**config.mk**
```make
export PLATFORM = sky130hd
export DESIGN_NAME = apb_reg_bridge
export DESIGN_NICKNAME = d
export VERILOG_FILES = /design/src/rtl/apb_reg_bridge.sv
export SDC_FILE = /design/constraint.sdc
export NUM_CORES = 1
export LEC_CHECK = 0
export ABC_AREA = 1
export CAP_MARGIN = 20
export CORE_AREA = 2 2 151 153
export DETAILED_ROUTE_END_ITERATION = 16
export DIE_AREA = 0 0 153 155
export PLACE_DENSITY = 0.65
export SYNTH_ARGS = -nofsm -noshare
export SYNTH_HDL_FRONTEND = slang
export SYNTH_SLANG_ARGS = --single-unit
```
**constraint.sdc**
```tcl
create_clock -name clk -period 5.01 [get_ports clk]
set_clock_uncertainty 0.1 [all_clocks]
set_input_delay 1.002 -clock clk [delete_from_list [all_inputs] [get_ports clk]]
set_output_delay 1.002 -clock clk [all_outputs]
set_load 0.02 [all_outputs]
```
**src/rtl/apb_reg_bridge.sv**
```systemverilog
// rtl/apb_reg_bridge.sv - APB slave front-end for the timer register file
// Terminates APB transfers, drives the internal register bus and muxes read data.
module apb_reg_bridge #(
  parameter int unsigned WAIT_CYCLES = 0
) (
  input  logic        clk,
  input  logic        rst_n,
  input  logic        psel,
  input  logic        penable,
  input  logic        pwrite,
  input  logic [12:0] paddr,
  input  logic [31:0] pwdata,
  output logic        pready,
  output logic        pslverr,
  output logic [31:0] prdata,
  output logic [12:0] addr,
  output logic [31:0] wr_data,
  output logic        wr_en,
  output logic        rd_en,
  input  logic [31:0] tcr_rd,
  input  logic [31:0] tdr0_rd,
  input  logic [31:0] tdr1_rd,
  input  logic [31:0] tcmp0_rd,
  input  logic [31:0] tcmp1_rd,
  input  logic [31:0] tier_rd,
  input  logic [31:0] tisr_rd,
  input  logic [31:0] thcsr_rd
);

  typedef enum logic {IDLE, ACCESS} state_t;

  localparam logic [2:0] WAIT_N = 3'(WAIT_CYCLES);

  state_t      state;
  logic [2:0]  cnt;
  logic        wr_lat;
  logic        err;
  logic [31:0] rd_mux;

  assign err = (addr[1:0] != 2'b00) || (addr > 13'h001C);

  // Completion needs psel/penable still asserted so an abort never strobes.
  assign pready  = (state == ACCESS) && (cnt == WAIT_N) && psel && penable;
  assign pslverr = pready && err;
  assign wr_en   = pready && !err && wr_lat;
  assign rd_en   = pready && !err && !wr_lat;

  always_comb begin
    rd_mux = '0;
    case (addr[4:2])
      3'd0: rd_mux = tcr_rd;
      3'd1: rd_mux = tdr0_rd;
      3'd2: rd_mux = tdr1_rd;
      3'd3: rd_mux = tcmp0_rd;
      3'd4: rd_mux = tcmp1_rd;
      3'd5: rd_mux = tier_rd;
      3'd6: rd_mux = tisr_rd;
      3'd7: rd_mux = thcsr_rd;
      default: rd_mux = '0;
    endcase
  end

  assign prdata = rd_en ? rd_mux : 32'h0;

  always_ff @(posedge clk or negedge rst_n) begin
    if (!rst_n) begin
      state   <= IDLE;
      cnt     <= 3'd0;
      addr    <= 13'h0;
      wr_data <= 32'h0;
      wr_lat  <= 1'b0;
    end else begin
      case (state)
        IDLE: begin
          if (psel && !penable) begin
            addr    <= paddr;
            wr_data <= pwdata;
            wr_lat  <= pwrite;
            cnt     <= 3'd0;
            state   <= ACCESS;
          end
        end
        ACCESS: begin
          if (!psel) begin
            cnt   <= 3'd0;
            state <= IDLE;
          end else if (pready) begin
            state <= IDLE;
          end else if (penable) begin
            cnt <= cnt + 3'd1;
          end
        end
        default: state <= IDLE;
      endcase
    end
  end

endmodule

```
# [Word level (Yosys, flattened, before mapping)]
# Cells that the tools add are included.
[totals] reg_bits=50 inputBits=306 output_inout_bits=81 elab_cells=46
[classes] addsub=1 n_lt_le_gt_ge=1 eq_ne=10 n_mux=11 bitwise_logic=1 reduce_logical=17
[op_table] operator="32-bit one-hot mux with 8 select lines" n=1
[op_table] operator="32-bit 2-to-1 mux" n=1
[op_table] operator="13-bit by 5-bit greater-than comparator with 1-bit output, second input constant" n=1
[op_table] operator="3-bit equality test, second input constant" n=4
[op_table] operator="3-bit 2-to-1 mux" n=4
[op_table] operator="1-bit logical AND" n=8
[op_table] operator="3-bit by 2-bit equality test with 1-bit output, second input constant" n=2
[op_table] operator="3-bit logical NOT" n=2
[op_table] operator="3-bit != test, second input constant" n=2
[op_table] operator="3-bit one-hot mux with 2 select lines" n=1
[op_table] operator="3-bit by 1-bit adder with 3-bit output, second input constant" n=1
[op_table] operator="3-bit by 1-bit equality test with 1-bit output, second input constant" n=1
[op_table] operator="1-bit logical NOT" n=3
[op_table] operator="1-bit 2-to-1 mux" n=3
[op_table] operator="3-bit AND reduction" n=1
[op_table] operator="2-bit != test, second input constant" n=1
[op_table] operator="1-bit one-hot mux with 2 select lines" n=1
[op_table] operator="2-bit AND reduction" n=1
[op_table] operator="2-bit nonzero test" n=1
[op_table] operator="1-bit logical OR" n=1
[op_table] operator="1-bit NOT" n=1

# [Depth between registers and ports, before layout]
# Gate-level depths: netlist of run 1.
[logic_depth] word_depth=7 mapped_depth=10 mapped_depth_nobuf=8

# [Least setup slack after synthesis of run 1]
# OpenSTA, ideal clock, no wires.
[synth_path] path_type="input port to output port" from="input psel" to="output prdata[23]" arrival_ns=2.055 required_time_ns=3.908 path_slack_ns=1.853 path_stages=5 n_path_buf=1 path_cell_list="nand2_1 > nor3_4 > buf_2 > nand4_1 > nor2_1"
[synth_between] elab_chain_cells=5
[synth_rtl] item="from (decl)" line="8" text="input logic psel,"
[synth_rtl] item="1-bit logical AND (2 in a row)" line="43" text="assign pready = (state == ACCESS) && (cnt == WAIT_N) && psel && penable;"
[synth_rtl] item="via pready" line="13" text="output logic pready,"
[synth_rtl] item="1-bit logical AND (2 in a row)" line="46" text="assign rd_en = pready && !err && !wr_lat;"
[synth_rtl] item="32-bit 2-to-1 mux" line="63" text="assign prdata = rd_en ? rd_mux : 32'h0;"
[synth_rtl] item="to (decl)" line="15" text="output logic [31:0] prdata,"
# The timed path passes the listed nets, and every way through them passes these cells.

# [Worst setup path in the final report of run 1]
[layout_path] from="input psel" to="output prdata[8]"
[layout_between] elab_chain_cells=5
[layout_rtl] item="1-bit logical AND (2 in a row)" line="43"
[layout_rtl] item="1-bit logical AND (2 in a row)" line="46"
[layout_rtl] item="32-bit 2-to-1 mux" line="63"
# Every way passes these cells.

==> results of run 1 <==
## worst reg2reg max path: cells and delay by family (launching register included)
| family | cells | cell delay [ps] |
|---|---|---|
| AND/OR/NAND/NOR | 3 | 470 |
| buffers and inverters | 3 | 640 |
| flip-flops | 1 | 400 |
| adder cells (fa/ha/maj) | 1 | 140 |
| AO/OA/AOI/OAI | 1 | 110 |
## layout make-up
type,instances,area (µm²),share of cell area (%)
Clock buffer,6,139,1.43
Clock inverter,2,16.3,0.167
Inverter,180,677,6.96
Multi-Input combinational cell,676,3260,33.5
Sequential cell,50,1260,13.0
Tap cell,285,357,3.67
Timing Repair Buffer,405,4010,41.3
## path summary, 6_finish.rpt
path	start	endpoint	slack [ps]	cells after the start
worst max-delay path	psel	prdata[8]	680	7
worst min-delay path	wr_data[21]	wr_data[21]	390	2
worst max register to register	cnt[0]	cnt[1]	3030	8
worst min register to register	wr_data[21]	wr_data[21]	390	2
max in group asynchronous	rst_n	addr[2]	3460	2
min in group asynchronous	rst_n	wr_data[27]	510	1
## registers in the layout (all words and copies together), names as in the netlist
| register | flops |
|---|---|
| addr | 13 |
| cnt | 3 |
| wr_lat | 1 |
| state | 1 |
| wr_data | 32 |
## cells in the final DEF (no fill, tap or decap), types with 3 or more instances in the layout
master,instances
nand3_1,65
dfrtp_4,3
a21oi_1,4
o21ai_0,45
dfrtp_1,47
nor2_1,78
nand2_1,281
nand4_1,160
nand3b_1,32
buf_4,18
clkbuf_16,5
inv_1,176
clkdlybuf4s50_1,385
## cells by family after synthesis
| kind of cell | share of synthesized area, % |
|---|---|
| AOI/OAI and AO/OA | 4.51 |
| adders and majority gates | 0.447 |
| buffers and inverters | 19.7 |
| DFF | 22.3 |
| and+or+nand+nor | 53.0 |
## layer usage
layer | GRT usage, % | vias to the layer above | share of wire [%]
met3 | 4.71 | 45 | 8.5
met2 | 38.0 | 389 | 47
met5 | 0 | - | 0.048
met4 | 7.05 | 2 | 3.1
li1 | - | 3851 | -
met1 | 27.1 | 3514 | 41
## report_power, final
group / total, mW / internal [mW] / switching, mW
clock network: 0.359 / 0.201 / 0.158
logic: 1.11 / 0.484 / 0.623
registers: 0.528 / 0.465 / 0.0637
total: 1.99 / 1.15 / 0.845
==> flow_metrics.env, run 1 <==
export IMPL_status="completed"
export IMPL_dp_cells=1596
export IMPL_routabilityCongestion=0.863
export IMPL_portBuffers=386
export IMPL_critPathTopFamily="buffers and inverters"
export IMPL_antenna_found_initial=1
export IMPL_worst_pin_slew_ps=987
export IMPL_hold_viol_final=0
export IMPL_synth_most_common_cell="nand2_1"
export IMPL_grt_max_degree=54
export IMPL_die_h_um=155
export IMPL_start_util_pct=25.2
export IMPL_place_area_um2=9570
export IMPL_fp_row_count=55
export IMPL_globalRouteTotalUtil_pct=21.9
export IMPL_slowest_delay_ps=620
export IMPL_cts_resized=0
export IMPL_n_antenna_cell=0
export IMPL_yosysTopAreaCell="dfrtp_1"
export IMPL_hold_class="flop to flop"
export IMPL_die_area_um2=23700
export IMPL_drtIter0Drc=688
export IMPL_drc=0
export IMPL_leakagePower_nw=4.52
export IMPL_synth_top_area_share_pct=22.3
export IMPL_instances_no_fill=1604
export IMPL_fin_nets=1626
export IMPL_cts_setup_buffers=0
export IMPL_power_density_nw_per_um2=205
export IMPL_async_flop_share_pct=100
export IMPL_synth_area_top_cells="dfrtp_1 (22%), nand2_1 (19%), nand4_1 (18%), inv_1 (12%), nand3_1 (5.8%)"
export IMPL_grt_overflow_total=0
export IMPL_cp_end_kind="output port"
export IMPL_design_area_um2=9730
export IMPL_fin_crit_sh_pct=86.5
export IMPL_crit_arrival_ps=3230
export IMPL_vias_per_cell=4.86
export IMPL_clock_fmax_mhz=231
export IMPL_period_needed_ps=4330
export IMPL_critPathKind="input port to output port"
export IMPL_ctsLongestPathBuffers=2
export IMPL_startpoint_type="input port"
export IMPL_ios=387
export IMPL_clock_latency_ps=290
export IMPL_ys_warn_count=0
export IMPL_irDropWorstVdd_v=0.000211
export IMPL_die_x_um=153
export IMPL_cts_buffers_inserted=5
export IMPL_crit_path_max_fanout=34
export IMPL_pre_cts_ws_ps=702
export IMPL_vias=7801
export IMPL_synth_distinct_cells=23
export IMPL_drv_slew=0
export IMPL_rsz0062_at_grt="false"
export IMPL_worst_path_buf_inv=3
export IMPL_path_cells="clkdlybuf4s50_1 > nand2_1 > nor3_4 > buf_4 > nand4_1 > nor2_1 > clkdlybuf4s50_1"
export IMPL_holdWs_ps=388
export IMPL_ys_flop_type="dfrtp_1"
export IMPL_drive_above_1_share_pct=3.03
export IMPL_cts_root_buf="clkbuf_16"
export IMPL_hpwl_mm=20.2
export IMPL_drv_cap=0
export IMPL_drt_total_wl_mm=27.3
export IMPL_postSynthCellCount=993
export IMPL_seq_area_frac_synth_pct=22.3
export IMPL_syn_area_um2=5600
export IMPL_htreeDepth=2
export IMPL_post_route_util_pct=43.8
export IMPL_synth_fp_nets=1301
export IMPL_cts_sinks=50
export IMPL_ant_nets=0
export IMPL_grt_pass1_vias=7408
export IMPL_drt_first_pass_iters=5
export IMPL_holdBufCountCts=0
export IMPL_fillers=2327
export IMPL_synthTopCellsByCount="nand2_1 (281), inv_1 (176), nand4_1 (160), nor2_1 (80), nand3_1 (65)"
export IMPL_cts_clk_slew_worst_paths_ps=70
export IMPL_ys_seq_elements=50
export IMPL_synth_edf_count=0
export IMPL_slew_headroom_pct=34.1
export IMPL_grt_pass1_wl_mm=41.6
export IMPL_area_growth_pct=73.7
export IMPL_cts_tree="done"
export IMPL_cpMostUsedCell="clkdlybuf4s50_1"
export IMPL_power_mw=1.99
export IMPL_syn_area_per_cell_um2=5.64
export IMPL_core_um2=22200
export IMPL_required_ps=3910
export IMPL_setup_violations=0
export IMPL_wl_per_cell_um=17.0
export IMPL_setup_tns_final_ps=0
export IMPL_worst_slack_ps=676
export IMPL_critPathSlowestCell="clkdlybuf4s50_1"
Note: power is estimated with default switching activity, not from simulation.
==> inputs of run 2 (changes only) <==
- CAP_MARGIN: 20 -> 10
==> results of run 2 <==
Final layout, timing and power as in run 1 (identical DEF).
